==> config.mk <==
export PLATFORM = sky130hd
export DESIGN_NAME = ps2_letter_tx
export DESIGN_NICKNAME = d
export VERILOG_FILES = /design/src/rtl/ps2_letter_tx.sv
export SDC_FILE = /design/constraint.sdc
export NUM_CORES = 1
export LEC_CHECK = 0
export ABC_CLOCK_PERIOD_IN_PS = 2450
export BUFFER_PORTS_ARGS = -buffer_cell sky130_fd_sc_hd__buf_2
export CAP_MARGIN = 20
export CORE_ASPECT_RATIO = 0.7
export CORE_MARGIN = 1.5
export CORE_UTILIZATION = 49
export CTS_CLUSTER_DIAMETER = 40
export DETAILED_ROUTE_END_ITERATION = 7
export GPL_ROUTABILITY_DRIVEN = 0
export PLACE_DENSITY = 0.66
export SKIP_LAST_GASP = 1
export SLEW_MARGIN = 20
export SYNTH_ARGS = -nofsm -noshare
export SYNTH_HDL_FRONTEND = slang
export SYNTH_SLANG_ARGS = --single-unit
==> constraint.sdc <==
create_clock -name CLOCK_50 -period 2.45 [get_ports CLOCK_50]
set_input_delay 0.49 -clock CLOCK_50 [delete_from_list [all_inputs] [get_ports CLOCK_50]]
set_output_delay 0.49 -clock CLOCK_50 [all_outputs]
set_load 0.02 [all_outputs]
==> src/rtl/ps2_letter_tx.sv <==
// Device-side PS/2 transmitter: sends the set-2 make code for a letter A..Z as 11-bit frames.
// Define PS2_TX_BREAK_EN to send make, F0, make (press then release) for each accepted letter.
module ps2_letter_tx #(
    parameter int CLK_HALF = 2500,
    parameter int GAP      = 50000
) (
    input  logic       CLOCK_50,
    input  logic       resetn,
    input  logic [4:0] letter,
    input  logic       valid,
    output logic       ready,
    output logic       done,
    output logic       err,
    output logic       ps2_clk_out,
    output logic       ps2_dat_out
);

    localparam int CNT_MAX = (CLK_HALF > GAP) ? CLK_HALF : GAP;
    localparam int CW      = $clog2(CNT_MAX + 1);
    localparam logic [CW-1:0] HALF_TC = CW'(CLK_HALF - 1);
    localparam logic [CW-1:0] GAP_TC  = CW'(GAP - 1);
    localparam logic [3:0]    STOP_BIT = 4'd10;
`ifdef PS2_TX_BREAK_EN
    localparam logic [1:0]    LAST_BYTE = 2'd2;
`else
    localparam logic [1:0]    LAST_BYTE = 2'd0;
`endif

    typedef enum logic [1:0] {
        ST_IDLE   = 2'd0,
        ST_BIT_HI = 2'd1,
        ST_BIT_LO = 2'd2,
        ST_GAP    = 2'd3
    } state_t;

    function automatic logic [7:0] make_code(input logic [4:0] idx);
        logic [7:0] code;
        case (idx)
            5'd0:    code = 8'h1C;
            5'd1:    code = 8'h32;
            5'd2:    code = 8'h21;
            5'd3:    code = 8'h23;
            5'd4:    code = 8'h24;
            5'd5:    code = 8'h2B;
            5'd6:    code = 8'h34;
            5'd7:    code = 8'h33;
            5'd8:    code = 8'h43;
            5'd9:    code = 8'h3B;
            5'd10:   code = 8'h42;
            5'd11:   code = 8'h4B;
            5'd12:   code = 8'h3A;
            5'd13:   code = 8'h31;
            5'd14:   code = 8'h44;
            5'd15:   code = 8'h4D;
            5'd16:   code = 8'h15;
            5'd17:   code = 8'h2D;
            5'd18:   code = 8'h1B;
            5'd19:   code = 8'h2C;
            5'd20:   code = 8'h3C;
            5'd21:   code = 8'h2A;
            5'd22:   code = 8'h1D;
            5'd23:   code = 8'h22;
            5'd24:   code = 8'h35;
            5'd25:   code = 8'h1A;
            default: code = 8'h00;
        endcase
        return code;
    endfunction

    function automatic logic odd_parity(input logic [7:0] data);
        return ~(^data);
    endfunction

    // Bit 0 is the start bit, 1..8 data LSB first, 9 parity, 10 stop; anything beyond reads as idle-high.
    function automatic logic frame_bit(input logic [7:0] data, input logic [3:0] idx);
        logic [15:0] frame;
        frame = {5'b11111, 1'b1, odd_parity(data), data, 1'b0};
        return frame[idx];
    endfunction

    state_t        state_r, state_nx;
    logic [CW-1:0] cnt_r, cnt_nx;
    logic [3:0]    bit_r, bit_nx;
    logic [1:0]    byte_r, byte_nx;
    logic [7:0]    make_r, make_nx;
    logic          clk_r, clk_nx;
    logic          dat_r, dat_nx;
    logic          ready_r, ready_nx;
    logic          done_r, done_nx;
    logic          err_r, err_nx;
    logic          accept_s;
    logic [7:0]    cur_byte_s;

`ifdef PS2_TX_BREAK_EN
    assign cur_byte_s = (byte_r == 2'd1) ? 8'hF0 : make_r;
`else
    assign cur_byte_s = make_r;
`endif

    assign accept_s = valid && ready_r;

    // Next-state, counter and output-register values
    always_comb begin
        state_nx = state_r;
        cnt_nx   = cnt_r;
        bit_nx   = bit_r;
        byte_nx  = byte_r;
        make_nx  = make_r;
        dat_nx   = dat_r;
        ready_nx = 1'b0;
        done_nx  = 1'b0;
        err_nx   = 1'b0;
        case (state_r)
            ST_IDLE: begin
                dat_nx  = 1'b1;
                cnt_nx  = {CW{1'b0}};
                bit_nx  = 4'd0;
                byte_nx = 2'd0;
                if (accept_s) begin
                    if (letter > 5'd25) begin
                        err_nx = 1'b1;
                    end else begin
                        state_nx = ST_BIT_HI;
                        make_nx  = make_code(letter);
                        dat_nx   = 1'b0;
                    end
                end else begin
                    ready_nx = 1'b1;
                end
            end
            ST_BIT_HI: begin
                if (cnt_r == HALF_TC) begin
                    cnt_nx   = {CW{1'b0}};
                    state_nx = ST_BIT_LO;
                end else begin
                    cnt_nx = cnt_r + CW'(1);
                end
            end
            ST_BIT_LO: begin
                if (cnt_r == HALF_TC) begin
                    cnt_nx = {CW{1'b0}};
                    if (bit_r == STOP_BIT) begin
                        state_nx = ST_GAP;
                        dat_nx   = 1'b1;
                    end else begin
                        state_nx = ST_BIT_HI;
                        bit_nx   = bit_r + 4'd1;
                        dat_nx   = frame_bit(cur_byte_s, bit_r + 4'd1);
                    end
                end else begin
                    cnt_nx = cnt_r + CW'(1);
                end
            end
            ST_GAP: begin
                if (cnt_r == GAP_TC) begin
                    cnt_nx = {CW{1'b0}};
                    if (byte_r == LAST_BYTE) begin
                        state_nx = ST_IDLE;
                        done_nx  = 1'b1;
                    end else begin
                        state_nx = ST_BIT_HI;
                        byte_nx  = byte_r + 2'd1;
                        bit_nx   = 4'd0;
                        dat_nx   = 1'b0;
                    end
                end else begin
                    cnt_nx = cnt_r + CW'(1);
                end
            end
            default: begin
                state_nx = ST_IDLE;
                cnt_nx   = {CW{1'b0}};
                dat_nx   = 1'b1;
            end
        endcase
        clk_nx = (state_nx != ST_BIT_LO);
    end

    // State, counters and registered line/handshake outputs
    always_ff @(posedge CLOCK_50 or negedge resetn) begin
        if (!resetn) begin
            state_r <= ST_IDLE;
            cnt_r   <= {CW{1'b0}};
            bit_r   <= 4'd0;
            byte_r  <= 2'd0;
            make_r  <= 8'h00;
            clk_r   <= 1'b1;
            dat_r   <= 1'b1;
            ready_r <= 1'b0;
            done_r  <= 1'b0;
            err_r   <= 1'b0;
        end else begin
            state_r <= state_nx;
            cnt_r   <= cnt_nx;
            bit_r   <= bit_nx;
            byte_r  <= byte_nx;
            make_r  <= make_nx;
            clk_r   <= clk_nx;
            dat_r   <= dat_nx;
            ready_r <= ready_nx;
            done_r  <= done_nx;
            err_r   <= err_nx;
        end
    end

    assign ready       = ready_r;
    assign done        = done_r;
    assign err         = err_r;
    assign ps2_clk_out = clk_r;
    assign ps2_dat_out = dat_r;

endmodule

==> results of run 1 <==
layer usage:
metal / global-route usage (%) / routed length (um)
met5: 0 / 0
met3: 4.52 / 153
met2: 23.8 / 1750
met4: 5.95 / 58
met1: 32.5 / 2800
registers in the layout (all words and copies together) (netlist names):
register	flops
err	1
bit_r	4
cur_byte_s	7
byte_r	2
ps2_dat_out	1
done	1
ps2_clk_out	1
state_r	2
cnt_r	16
ready	1
power breakdown:
part	leakage (nW)	internal (W)	switching, W
Combinational	0.805	0.0000299	0.0000538
Sequential	0.471	0.000594	0
Clock	0.0515	0.000257	0.000211
worst paths after layout:
kind,to,slack (ns),cells after the start,start
worst min-delay path,bit_r[1],0.30,1,resetn
min in group CLOCK_50,ready,0.42,2,valid
worst max-delay path,bit_r[1],0.21,6,cnt_r[0]
worst min register to register,cnt_r[0],0.49,1,cnt_r[0]
worst max register to register,bit_r[1],0.21,6,cnt_r[0]
max in group asynchronous,cur_byte_s[5],1.64,1,resetn
metrics by stage:
step,util (%),hold WS (ns),instance area [um2],total power [W]
floorplan,-,0.194,2450,0.000655
global placement,54.2,0.443,2610,0.000690
detailed placement,54.2,0.478,2610,0.000690
CTS,56.3,0.317,2710,0.00116
global route,56.3,0.366,2710,0.00119
finish,56.3,0.298,2710,0.00115
kinds of logic after synthesis:
| group | after synthesis |
|---|---|
| AO/OA/AOI/OAI | 47 |
| multiplexers | 10 |
| buffers and inverters | 27 |
| adder cells (fa/ha/maj) | 19 |
| AND/OR/NAND/NOR | 103 |
| flip-flops | 36 |
| XOR/XNOR | 20 |
area by class of cell:
type,instances,area (um2)
well taps,69,86.3
multi-input cells,199,1440
fillers,417,2100
clock buffers,8,100
flip-flops and latches,36,903
repair buffers,20,120
inverters,16,60.1
worst max-delay path, stage by stage, from the launching register on:
cell and delay [ns]:
dfrtp_1 0.38, ha_1 0.24, and4bb_2 0.25, nand4_2 0.10, and2_1 0.20, or4_1 0.59
mux2_1 0.36
synthesized netlist by cell type, drive strengths merged (3+ instances only):
cell	instances	area, um2
a21o	3	22.5
xnor2	7	61.3
nor2	30	113
nor3	3	15.0
o21ai	15	75.1
nand4	5	43.8
dfrtp	34	851
buf	3	20.0
a211oi	5	37.5
and4bb	3	37.5
and3	4	25.0
a21oi	5	25.0
clkbuf	8	30.0
mux2i	4	40.0
nand3	9	45.0
ha	19	238
o211ai	3	22.5
nor2b	7	43.8
nor3b	3	22.5
mux2	4	45.0
nand2	29	109
xor2	11	96.3
inv	16	60.1
==> impl_metrics.toml, run 1 <==
[timing]
max_slew_margin_pct = 45.5
maxSlewViolCount = 0
setup_slack_ns = 0.214
finalSetupViolations = 0
period_needed_ns = 2.24
min_period_over_period_pct = 91.2
tightest_slew_ns = 0.818
rsz0062_at_grt = "no"
hold_violations = 0
finalClockSkew_ns = 0.00380
fmax_mhz = 447
tns_ns = 0

[floorplan]
die_h_um = 62.2
start_util_pct = 51.0
rows = 21
core_area_mm2 = 0.00481
ios = 13
die_width_um = 87.5
die-area_mm2 = 0.00544

[synth]
synth_warnings = 0
synth_seq_cells = 36
synth_area_mm2 = 0.00245
synthArstFlopShare_pct = 100
synth-edff-count = 0
synth_compound_area_share_pct = 13.1
avgSynthCellArea_um2 = 9.36
yosysUniqueCellTypes = 53
ys_seq_area_share_pct = 36.9
synth-xor-area-share_pct = 8.27
synthMuxAreaShare_pct = 5.31
syn-instance-count = 262
yosys.area_share.simple_pct = 22.3
synth_fa_ha_area_share_pct = 9.70
synth_top_family_by_area = "simple AND/OR/NAND/NOR gates"
synth_flop_cell = "dfrtp_1"
synth_nets = 289

[power_and_ir_drop]
ir_drop_mv = 0.180
p_per_area_mw_per_mm2 = 423
power_leakage_nw = 1.33

[finish]
area_delta_synth_final_pct = 10.5
layout_common_cells = "dfrtp_1 (34), nor2_1 (30), nand2_1 (29)"
final-instance-count-excl-fill = 348
final_common_cell = "dfrtp_1"
fin_nets = 305
antenna_cells = 0
drive_gt1_share_pct = 14.7

[drt]
drt_iter0_markers = 101
viasPerCell = 5.20
drcViolationCount = 0
firstDrtPassIters = 4
vias = 1809
wirelength_mm = 4.76
postRouteAntennaNets = 0
drt-wirelength-per-cell_um = 13.7

[clock_network]
clock_path_buffers = 2
root_buffer = "clkbuf_8"
clock-sinks = 36
hold_buffers = 0
cts_max_level = 2
postCtsSetupRepairBufs = 0
ctsResizeCount = 0
numCtsBuffers = 5
path_clk_slew_ns = 0.07
clkLatencyLatePin_ns = 0.29
cts_tree = "built"

[place]
io_buffers = 12
placedCellCount = 340
dp_slack_ns = 0.231
hpwl_mm = 3.50

[setup_path]
crit_fanout = 5
cp_data_arrival_time_ns = 2.41
critPathRequiredTime_ns = 2.62
crit_type = "reg -> reg"
startpoint_type = "flip-flop"
endpoint_kind = "flip-flop"

[hold_path]
holdCritPathClass = "in -> async"

[grt]
track_usage_pct = 19.4
grt_max_degree = 37
grt_overflow = 0
grt_pass1_wl_mm = 8.31
grt_pass1_vias = 1731
grt_antenna_before_repair = 0

[flow_run]
maxCapViolCount = 0

[status]
status = "finished clean"
Note: power is estimated with default switching activity, not from simulation.
==> run 2: changes to the inputs <==
--- a/config.mk
+++ b/config.mk
@@ -9,7 +9,7 @@
 export BUFFER_PORTS_ARGS = -buffer_cell sky130_fd_sc_hd__buf_2
 export CAP_MARGIN = 20
 export CORE_ASPECT_RATIO = 0.7
-export CORE_MARGIN = 1.5
+export CORE_MARGIN = 4
 export CORE_UTILIZATION = 49
 export CTS_CLUSTER_DIAMETER = 40
 export DETAILED_ROUTE_END_ITERATION = 7
==> run 2 against run 1 <==
Compared with the run above: clock-buffer cell count fell by 2; final area fell by 0.28%; sequential power barely moved; non-clock buffer count fell by 2; fmax fell by 0.75%; setup slack got worse by 0.017 ns; critical path depth did not move; first-iteration DRC count rose by 20%; utilization fell by 0.16 points; power rose by 3.6%; critical endpoint unchanged; largest cell class unchanged.
==> impl_metrics.toml, run 2 (synthesis gave the netlist of run 1 again) <==
[floorplan]
die_h_um = 67.2
die-area_mm2 = 0.00622
start_util_pct = 51.0
die_width_um = 92.5
ios = 13
rows = 21
core_area_mm2 = 0.00481

[clock_network]
cts_max_level = 2
cts_tree = "built"
postCtsSetupRepairBufs = 0
clock_path_buffers = 2
path_clk_slew_ns = 0.07
root_buffer = "clkbuf_8"
clock-sinks = 36
numCtsBuffers = 5
hold_buffers = 0
clkLatencyLatePin_ns = 0.28
ctsResizeCount = 0

[setup_path]
crit_type = "reg -> reg"
critPathRequiredTime_ns = 2.62
endpoint_kind = "flip-flop"
crit_fanout = 6
startpoint_type = "flip-flop"
cp_data_arrival_time_ns = 2.42
reg2reg_depth = 6

[grt]
busiest_layer = "met1"
grt_max_degree = 37
grt_antenna_before_repair = 0
grt_pass1_vias = 1741
track_usage_pct = 17.1
grt_overflow = 0
grtUsageMet3_pct = 4.12
use_met1_pct = 26.2
grt_pass1_wl_mm = 8.40
use_met2_pct = 23.7

[hold_path]
holdCritPathClass = "in -> async"

[flow_run]
maxCapViolCount = 0

[timing]
tns_ns = 0
hold-worst-slack_ns = 0.293
hold_violations = 0
finalClockSkew_ns = 0.00659
rsz0062_at_grt = "no"
tightest_slew_ns = 0.803
period_needed_ns = 2.25
min_period_over_period_pct = 91.9
fmax_mhz = 444
finalSetupViolations = 0
maxSlewViolCount = 0
max_slew_margin_pct = 46.5

[power_and_ir_drop]
p_per_area_mw_per_mm2 = 440
power_leakage_nw = 1.32
ir_drop_mv = 0.200

[place]
io_buffers = 12
hpwl_mm = 3.47
dpl_cell_area_mm2 = 0.00259

[finish]
layout_common_cells = "dfrtp_1 (34), nor2_1 (30), nand2_1 (29)"
largest_reg_flops = 16
largest_register = "cnt_r"
area_delta_synth_final_pct = 10.2
fin_area_mm2 = 0.00270
fin_nets = 303
drive_gt1_share_pct = 14.1
final_common_cell = "dfrtp_1"
antenna_cells = 0

[drt]
postRouteAntennaNets = 0
vias = 1818
viasPerCell = 5.25
wirelength_mm = 4.64
drcViolationCount = 0
drt_iter0_markers = 121
drt-wirelength-per-cell_um = 13.4
firstDrtPassIters = 4

[status]
status = "finished clean"
==> run 2: power by group <==
group	total [W]	leakage [nW]	internal (W)	switching, W
registers	0.000594	0.471	0.000594	0
logic	0.0000829	0.796	0.0000288	0.0000541
clock network	0.000510	0.0552	0.000302	0.000208
total	0.00119	1.32	0.000925	0.000262
==> run 2: per-stage QoR <==
step	std cells	utilization, %	power, W	worst slack, ns
after floorplan	262	-	0.000655	0.220
after global placement	338	53.9	0.000687	0.250
after detailed placement	338	53.9	0.000689	0.216
after CTS	346	56.2	0.00120	0.201
after global routing	346	56.2	0.00124	0.0705
final	346	56.2	0.00119	0.198
==> run 2: path summary, 6_finish.rpt <==
path                                  to  slack, ns      from
setup / recovery                bit_r[1]       0.20  cnt_r[0]
hold / removal                  cnt_r[3]       0.29    resetn
setup reg to reg                bit_r[1]       0.20  cnt_r[0]
hold reg to reg                 cnt_r[0]       0.46  cnt_r[0]
max in group asynchronous  cur_byte_s[5]       1.65    resetn
min in group CLOCK_50              ready       0.43     valid
==> run 2: worst max-delay path: stages, from the launching register on <==
cell	delay, ns
dfrtp_1	0.37
ha_1	0.24
and4bb_2	0.25
nand4_2	0.17
and2_1	0.24
or4_1	0.53
mux2_1	0.34
==> run 2: area by class of cell <==
type / count / area [um2]
well taps: 69 / 86.3
clock buffers: 6 / 72.6
inverters: 16 / 60.1
multi-input cells: 199 / 1440
clock inverters: 2 / 35.0
fillers: 455 / 2110
repair buffers: 18 / 105
flip-flops and latches: 36 / 903
==> run 2: routing by layer <==
metal	part of all wire [%]	routed length (um)
met3	4.1	191
met4	1.2	58
met1	57	2660
met2	37	1730
met5	0	0
